==> src/rtl/matmul_sequencer.sv <==
// 2x2 matrix multiply sequencer: captures two 2x2 matrices of 2-bit
// unsigned operands from switches, then streams the eight product beats
// to an external multiply-accumulate unit and writes back the four sums.
module matmul_sequencer (
  input  logic        clk,
  input  logic        rst_n,
  input  logic [15:0] switches,
  input  logic        load,
  input  logic        start,
  output logic        load_done,
  output logic        mac_valid,
  input  logic        mac_ready,
  output logic [1:0]  mac_a,
  output logic [1:0]  mac_b,
  output logic        mac_clr,
  input  logic [4:0]  mac_acc,
  output logic        res_we,
  output logic [1:0]  res_addr,
  output logic [4:0]  res_data,
  output logic        busy,
  output logic        done
);

  typedef enum logic [2:0] {
    IDLE   = 3'd0,
    LOADED = 3'd1,
    ISSUE  = 3'd2,
    WB     = 3'd3,
    DONE   = 3'd4
  } state_t;

  state_t      state_reg, state_next;
  logic [7:0]  a_reg, a_next;
  logic [7:0]  b_reg, b_next;
  logic [1:0]  e_reg, e_next;   // result element index (row-major)
  logic        k_reg, k_next;   // inner-product term index

  // Unpack the MSB-first operand registers into row-major element views.
  logic [1:0] a_elem [4];
  logic [1:0] b_elem [4];

  generate
    for (genvar gi = 0; gi < 4; gi++) begin : g_unpack
      assign a_elem[gi] = a_reg[7-2*gi -: 2];
      assign b_elem[gi] = b_reg[7-2*gi -: 2];
    end
  endgenerate

  // State and operand registers; reset forces IDLE without a clock edge.
  always_ff @(posedge clk or negedge rst_n) begin
    if (!rst_n) begin
      state_reg <= IDLE;
      a_reg     <= 8'd0;
      b_reg     <= 8'd0;
      e_reg     <= 2'd0;
      k_reg     <= 1'b0;
    end else begin
      state_reg <= state_next;
      a_reg     <= a_next;
      b_reg     <= b_next;
      e_reg     <= e_next;
      k_reg     <= k_next;
    end
  end

  // Next-state logic and state-decoded outputs; load beats start wherever both are honoured.
  always_comb begin
    state_next = state_reg;
    a_next     = a_reg;
    b_next     = b_reg;
    e_next     = e_reg;
    k_next     = k_reg;
    load_done  = 1'b0;
    mac_valid  = 1'b0;
    mac_a      = 2'd0;
    mac_b      = 2'd0;
    mac_clr    = 1'b0;
    res_we     = 1'b0;
    res_addr   = 2'd0;
    res_data   = 5'd0;
    busy       = 1'b0;
    done       = 1'b0;

    case (state_reg)
      IDLE: begin
        if (load) begin
          a_next     = switches[15:8];
          b_next     = switches[7:0];
          state_next = LOADED;
        end
      end

      LOADED: begin
        load_done = 1'b1;
        if (load) begin
          a_next = switches[15:8];
          b_next = switches[7:0];
        end else if (start) begin
          e_next     = 2'd0;
          k_next     = 1'b0;
          state_next = ISSUE;
        end
      end

      ISSUE: begin
        busy      = 1'b1;
        mac_valid = 1'b1;
        // c[i][j] term k uses a[i][k] and b[k][j], with i = e>>1, j = e&1.
        mac_a     = a_elem[{e_reg[1], k_reg}];
        mac_b     = b_elem[{k_reg, e_reg[0]}];
        mac_clr   = ~k_reg;
        if (mac_ready) begin
          if (!k_reg) begin
            k_next = 1'b1;
          end else begin
            state_next = WB;
          end
        end
      end

      WB: begin
        busy     = 1'b1;
        res_we   = 1'b1;
        res_addr = e_reg;
        res_data = mac_acc;
        if (e_reg == 2'd3) begin
          state_next = DONE;
        end else begin
          e_next     = e_reg + 2'd1;
          k_next     = 1'b0;
          state_next = ISSUE;
        end
      end

      DONE: begin
        done = 1'b1;
        if (load) begin
          a_next     = switches[15:8];
          b_next     = switches[7:0];
          state_next = LOADED;
        end else if (start) begin
          e_next     = 2'd0;
          k_next     = 1'b0;
          state_next = ISSUE;
        end
      end

      default: begin
        state_next = IDLE;
      end
    endcase
  end

endmodule

==> config.mk <==
export PLATFORM = sky130hd
export DESIGN_NAME = matmul_sequencer
export DESIGN_NICKNAME = d
export VERILOG_FILES = /design/src/rtl/matmul_sequencer.sv
export SDC_FILE = /design/constraint.sdc
export NUM_CORES = 1
export LEC_CHECK = 0
export CORE_UTILIZATION = 39
export DETAILED_ROUTE_END_ITERATION = 10
export PLACE_DENSITY = 0.75
export SETUP_SLACK_MARGIN = 0.2
export SYNTH_ARGS = -nofsm -noshare
export SYNTH_HDL_FRONTEND = slang
export SYNTH_SLANG_ARGS = --single-unit
==> constraint.sdc <==
create_clock -name clk -period 1.6 [get_ports clk]
set_input_delay 0.32 -clock clk [delete_from_list [all_inputs] [get_ports clk]]
set_output_delay 0.32 -clock clk [all_outputs]
set_load 0.1 [all_outputs]
# Yosys cells after proc, flatten, opt, wreduce, memory -nomap -nowiden
# Cells that the tools add are included.
# word_totals
ff_bits,22
in_bits,26
out_inout_bits,17
wordCells,66
# classes
add_sub_neg,1
order_cmp,2
n_eq_ne,12
mux,33
bitwise,3
reduce_logical,10
# op_table
operator,count
3-bit two-way mux,7
2-bit two-way mux,10
3-bit case mux with 5 select lines,1
2-bit != test (second input constant),6
1-bit two-way mux,10
2-bit binary-select mux with 2-bit select,2
4-bit AND reduction,2
3-bit by 2-bit equality test with 1-bit output (second input constant),2
3-bit greater-or-equal comparator (second input constant),2
2-bit NOT with 3-bit output,2
5-bit two-way mux,1
5-bit AND reduction,1
2-bit case mux with 2 select lines,1
2-bit OR reduction,2
3-bit by 1-bit equality test with 1-bit output (second input constant),1
3-bit equality test (second input constant),1
3-bit zero test,1
1-bit case mux with 3 select lines,1
3-bit nonzero test,1
3-bit OR reduction,1
2-bit by 1-bit adder with 2-bit output (second input constant),1
2-bit equality test (second input constant),1
2-bit by 1-bit != test with 1-bit output (second input constant),1
2-bit AND reduction,1
other kinds (2),2

# Longest topological paths before layout
# depth
ltp_word,5
mapped_depth,6
depth_no_buf,5

# Worst setup path before layout
# OpenSTA, ideal clock, no wires.
# synth_path
path_type,register to output
from,register state_reg[1]
to,output port mac_clr
t_arrival_ns,3.481
setup_slack_ns,-2.201
path_stages_with_launch,5
n_path_buf,1
path_cell_list,dfrtp_1 > buf_6 > nor2b_1 > nand2b_1 > nor2_1
# synth_via
elab_chain_len,2
# synth_lines
item,line,text
from (decl),32,"state_t state_reg, state_next;"
from (signal assigned),58,state_reg <= state_next;
3-bit by 2-bit equality test with 1-bit output,84,case (state_reg)
1-bit two-way mux,84,
to (decl),15,"output logic mac_clr,"
# Every way passes these cells.

# Worst setup path in the final report
# layout_path
from,register e_reg[0]
to,output port mac_b[1]
# layout_via
elab_chain_len,5
# layout_lines
item,line,text
from (decl),35,"logic [1:0] e_reg, e_next;"
from (signal assigned),61,e_reg <= e_next;
2-bit NOT with 3-bit output (not written as such),110,"mac_b = b_elem[{k_reg, e_reg[0]}];"
2-bit binary-select mux with 2-bit select,110,
2-bit two-way mux (not written as such) (2 in a row),110,
2-bit two-way mux,84,
to (decl),14,"output logic [1:0] mac_b,"
# Every way passes these cells. The select of a mux whose other input is x is not followed.

==> results.cfg <==
[timing]
rsz0062_at_grt = yes
drv_slew = 0
setup_viol = 18
min_period_ns = 1.91
clock.fmax_ghz = 0.525
final.setup_skew_ns = 0.00481
hold_viol = 0
setup_slack_ns = -0.306
slew_headroom_pct = 80.0
hold_slack_ns = 0.337
finalCritPeriodShare_pct = 119
worstMarginPinSlew_ns = 0.300

[placed_design]
dp_cells = 174
dp_hpwl_mm = 2.19
gp_congestion = 0.862
port_buffers = 42

[cts]
cts-htree-levels = 1
cts_hold_buf = 0
numClockSinks = 22
cts_root_buf = clkbuf_4
path_clk_slew_ns = 0.13
clockBufferDepth = 2
clkLatencyLatePin_ns = 0.32
cts_buffers = 3
cts_tree = built

[logic_synthesis]
ys_types = 31
postSynthCellCount = 94
syn_area_per_cell_um2 = 12.3
ys_ff_latch = 22
synth_top_area_cell = dfrtp_1
synth_area_leaders = dfrtp_1 (48%), mux2_1 (12%), mux4_2 (7.8%)
syn_area_um2 = 1160
yosys_warnings = 0
yosysSeqAreaShare_pct = 47.6
synth.net_count = 121
synth.top_cell.area_share_pct = 47.6

[die]
io_pins = 43
die_area_um2 = 3190
rows = 19
initial_utilization_pct = 41.6
coreArea_um2 = 2780
die_y_um = 56.4
die_w_um = 56.4

[drt]
drt-total-wl_mm = 3.72
viasPerCell = 5.47
ant_nets = 0
drt-pass1-iter-count = 4
wl_met1_mm = 1.43
routedWlPerCell_um = 18.9
met2WireLength_mm = 2.09
topRoutingLayerUsed = met4
drt-initial-drc-count = 14
drc = 0
wl_met3_um = 135
route.vias.total = 1077

[critical_path]
slowest_delay_ns = 0.51
path_class = reg2out
slowest_stage = mux4_2
cp_cell_sequence = mux4_2 -> and2_4 -> buf_12
path_max_fanout = 3
required_ns = 1.28
end_kind = output port
crit_arrival_ns = 1.59
cp-start-kind = flip-flop
rrSetupSlack_ns = -0.16

[finish]
diodes = 0
nets = 194
area_growth_pct = 103
layout_common_cells = clkdlybuf4s50_1 (24), buf_12 (18), buf_4 (18)
instances_no_fill = 197
layout_commonest_cell = clkdlybuf4s50_1
drive_gt1_share_pct = 62.7

[hold_path]
hp-class = in2async

[run]
max-cap-violations = 0

[outcome]
status = finished with violations
violations = setup timing

[grt]
grt_overflow = 0
grt_max_degree = 23
antenna_found_initial = 0
grt_usage_pct = 22.7
grt_pass1_wl_mm = 5.49
grt_pass1_vias = 1151
metal layers:
metal / vias up / GRT usage [%]
met3: 8 / 5.76
li1: 488 / -
met4: 0 / 7.67
met2: 35 / 39.8
met5: - / 0
met1: 546 / 26.7
area by class of cell:
| cell class | count | area (um2) |
|---|---|---|
| Tap cell | 31 | 38.8 |
| Multi-Input combinational cell | 64 | 773 |
| Fill cell | 146 | 439 |
| Clock buffer | 3 | 22.5 |
| Sequential cell | 22 | 557 |
| Clock inverter | 1 | 30.0 |
| Inverter | 3 | 23.8 |
| Timing Repair Buffer | 73 | 897 |
cell usage after synthesis:
| master | instances |
|---|---|
| dfrtp_1 | 22 |
| mux2_1 | 12 |
| and3_1 | 7 |
| nor2b_1 | 7 |
| and2_1 | 5 |
| mux2_2 | 4 |
| mux4_2 | 4 |
| clkbuf_1 | 3 |
| nand2_1 | 3 |
| a21oi_1 | 2 |
| inv_1 | 2 |
| nand2b_1 | 2 |
| nor2_1 | 2 |
| o21ai_0 | 2 |
| a221oi_1 | 1 |
| a221oi_2 | 1 |
| a22o_1 | 1 |
| a31oi_1 | 1 |
| buf_4 | 1 |
| buf_6 | 1 |
| ha_1 | 1 |
| inv_2 | 1 |
| mux2i_1 | 1 |
| nand2_2 | 1 |
| nand3_1 | 1 |
| nor3_1 | 1 |
| nor3b_1 | 1 |
| o211ai_1 | 1 |
| o32ai_1 | 1 |
| or3b_1 | 1 |
| or4b_4 | 1 |
path summary, 6_finish.rpt:
check / start / end / cells past startpoint
min reg2reg: b_elem[0] / b_elem[0] / 1
min: rst_n / b_elem[1] / 2
max reg2reg: state_reg[1] / e_reg[0] / 5
min in group clk: load / state_reg[2] / 3
max: e_reg[0] / mac_b[1] / 3
max in group asynchronous: rst_n / k_reg / 2
metrics by stage:
stage	cell area (um2)	util (%)	setup WS (ns)	TNS (ns)
floorplan	1260	-	-0.439	-2.52
global placement	1960	70.5	-0.191	-2.56
detailed placement	1960	70.5	-0.207	-2.97
CTS	2140	77.0	-0.341	-3.08
global route	2340	84.2	-0.348	-4.27
finish	2340	84.2	-0.306	-3.54
logic make-up after synthesis:
kind of cell | Yosys count | share of synthesized area [%]
AOI/OAI and AO/OA | 10 | 6.49
and+or+nand+nor | 32 | 17.0
DFF | 22 | 47.6
adders and majority gates | 1 | 1.08
buffers and inverters | 8 | 3.57
muxes | 21 | 24.2
critical path, delay by kind of cell, from the launching register on:
kind	cells	cell delay, ns
multiplexers	1	0.51
flip-flops	1	0.44
AND/OR/NAND/NOR	1	0.16
buffers and inverters	1	0.16
repair_timing:
item	in CTS	in global routing
endpoints found under the hold margin	0	0
cloned	0	1
pin swaps	7	2
setup endpoints to repair	31	33
gates resized for setup	12	33
setup buffers	12	6
Power is left out: the tool's default activity adds up to more than one toggle a clock period on the data nets, which glitch-free logic cannot reach.
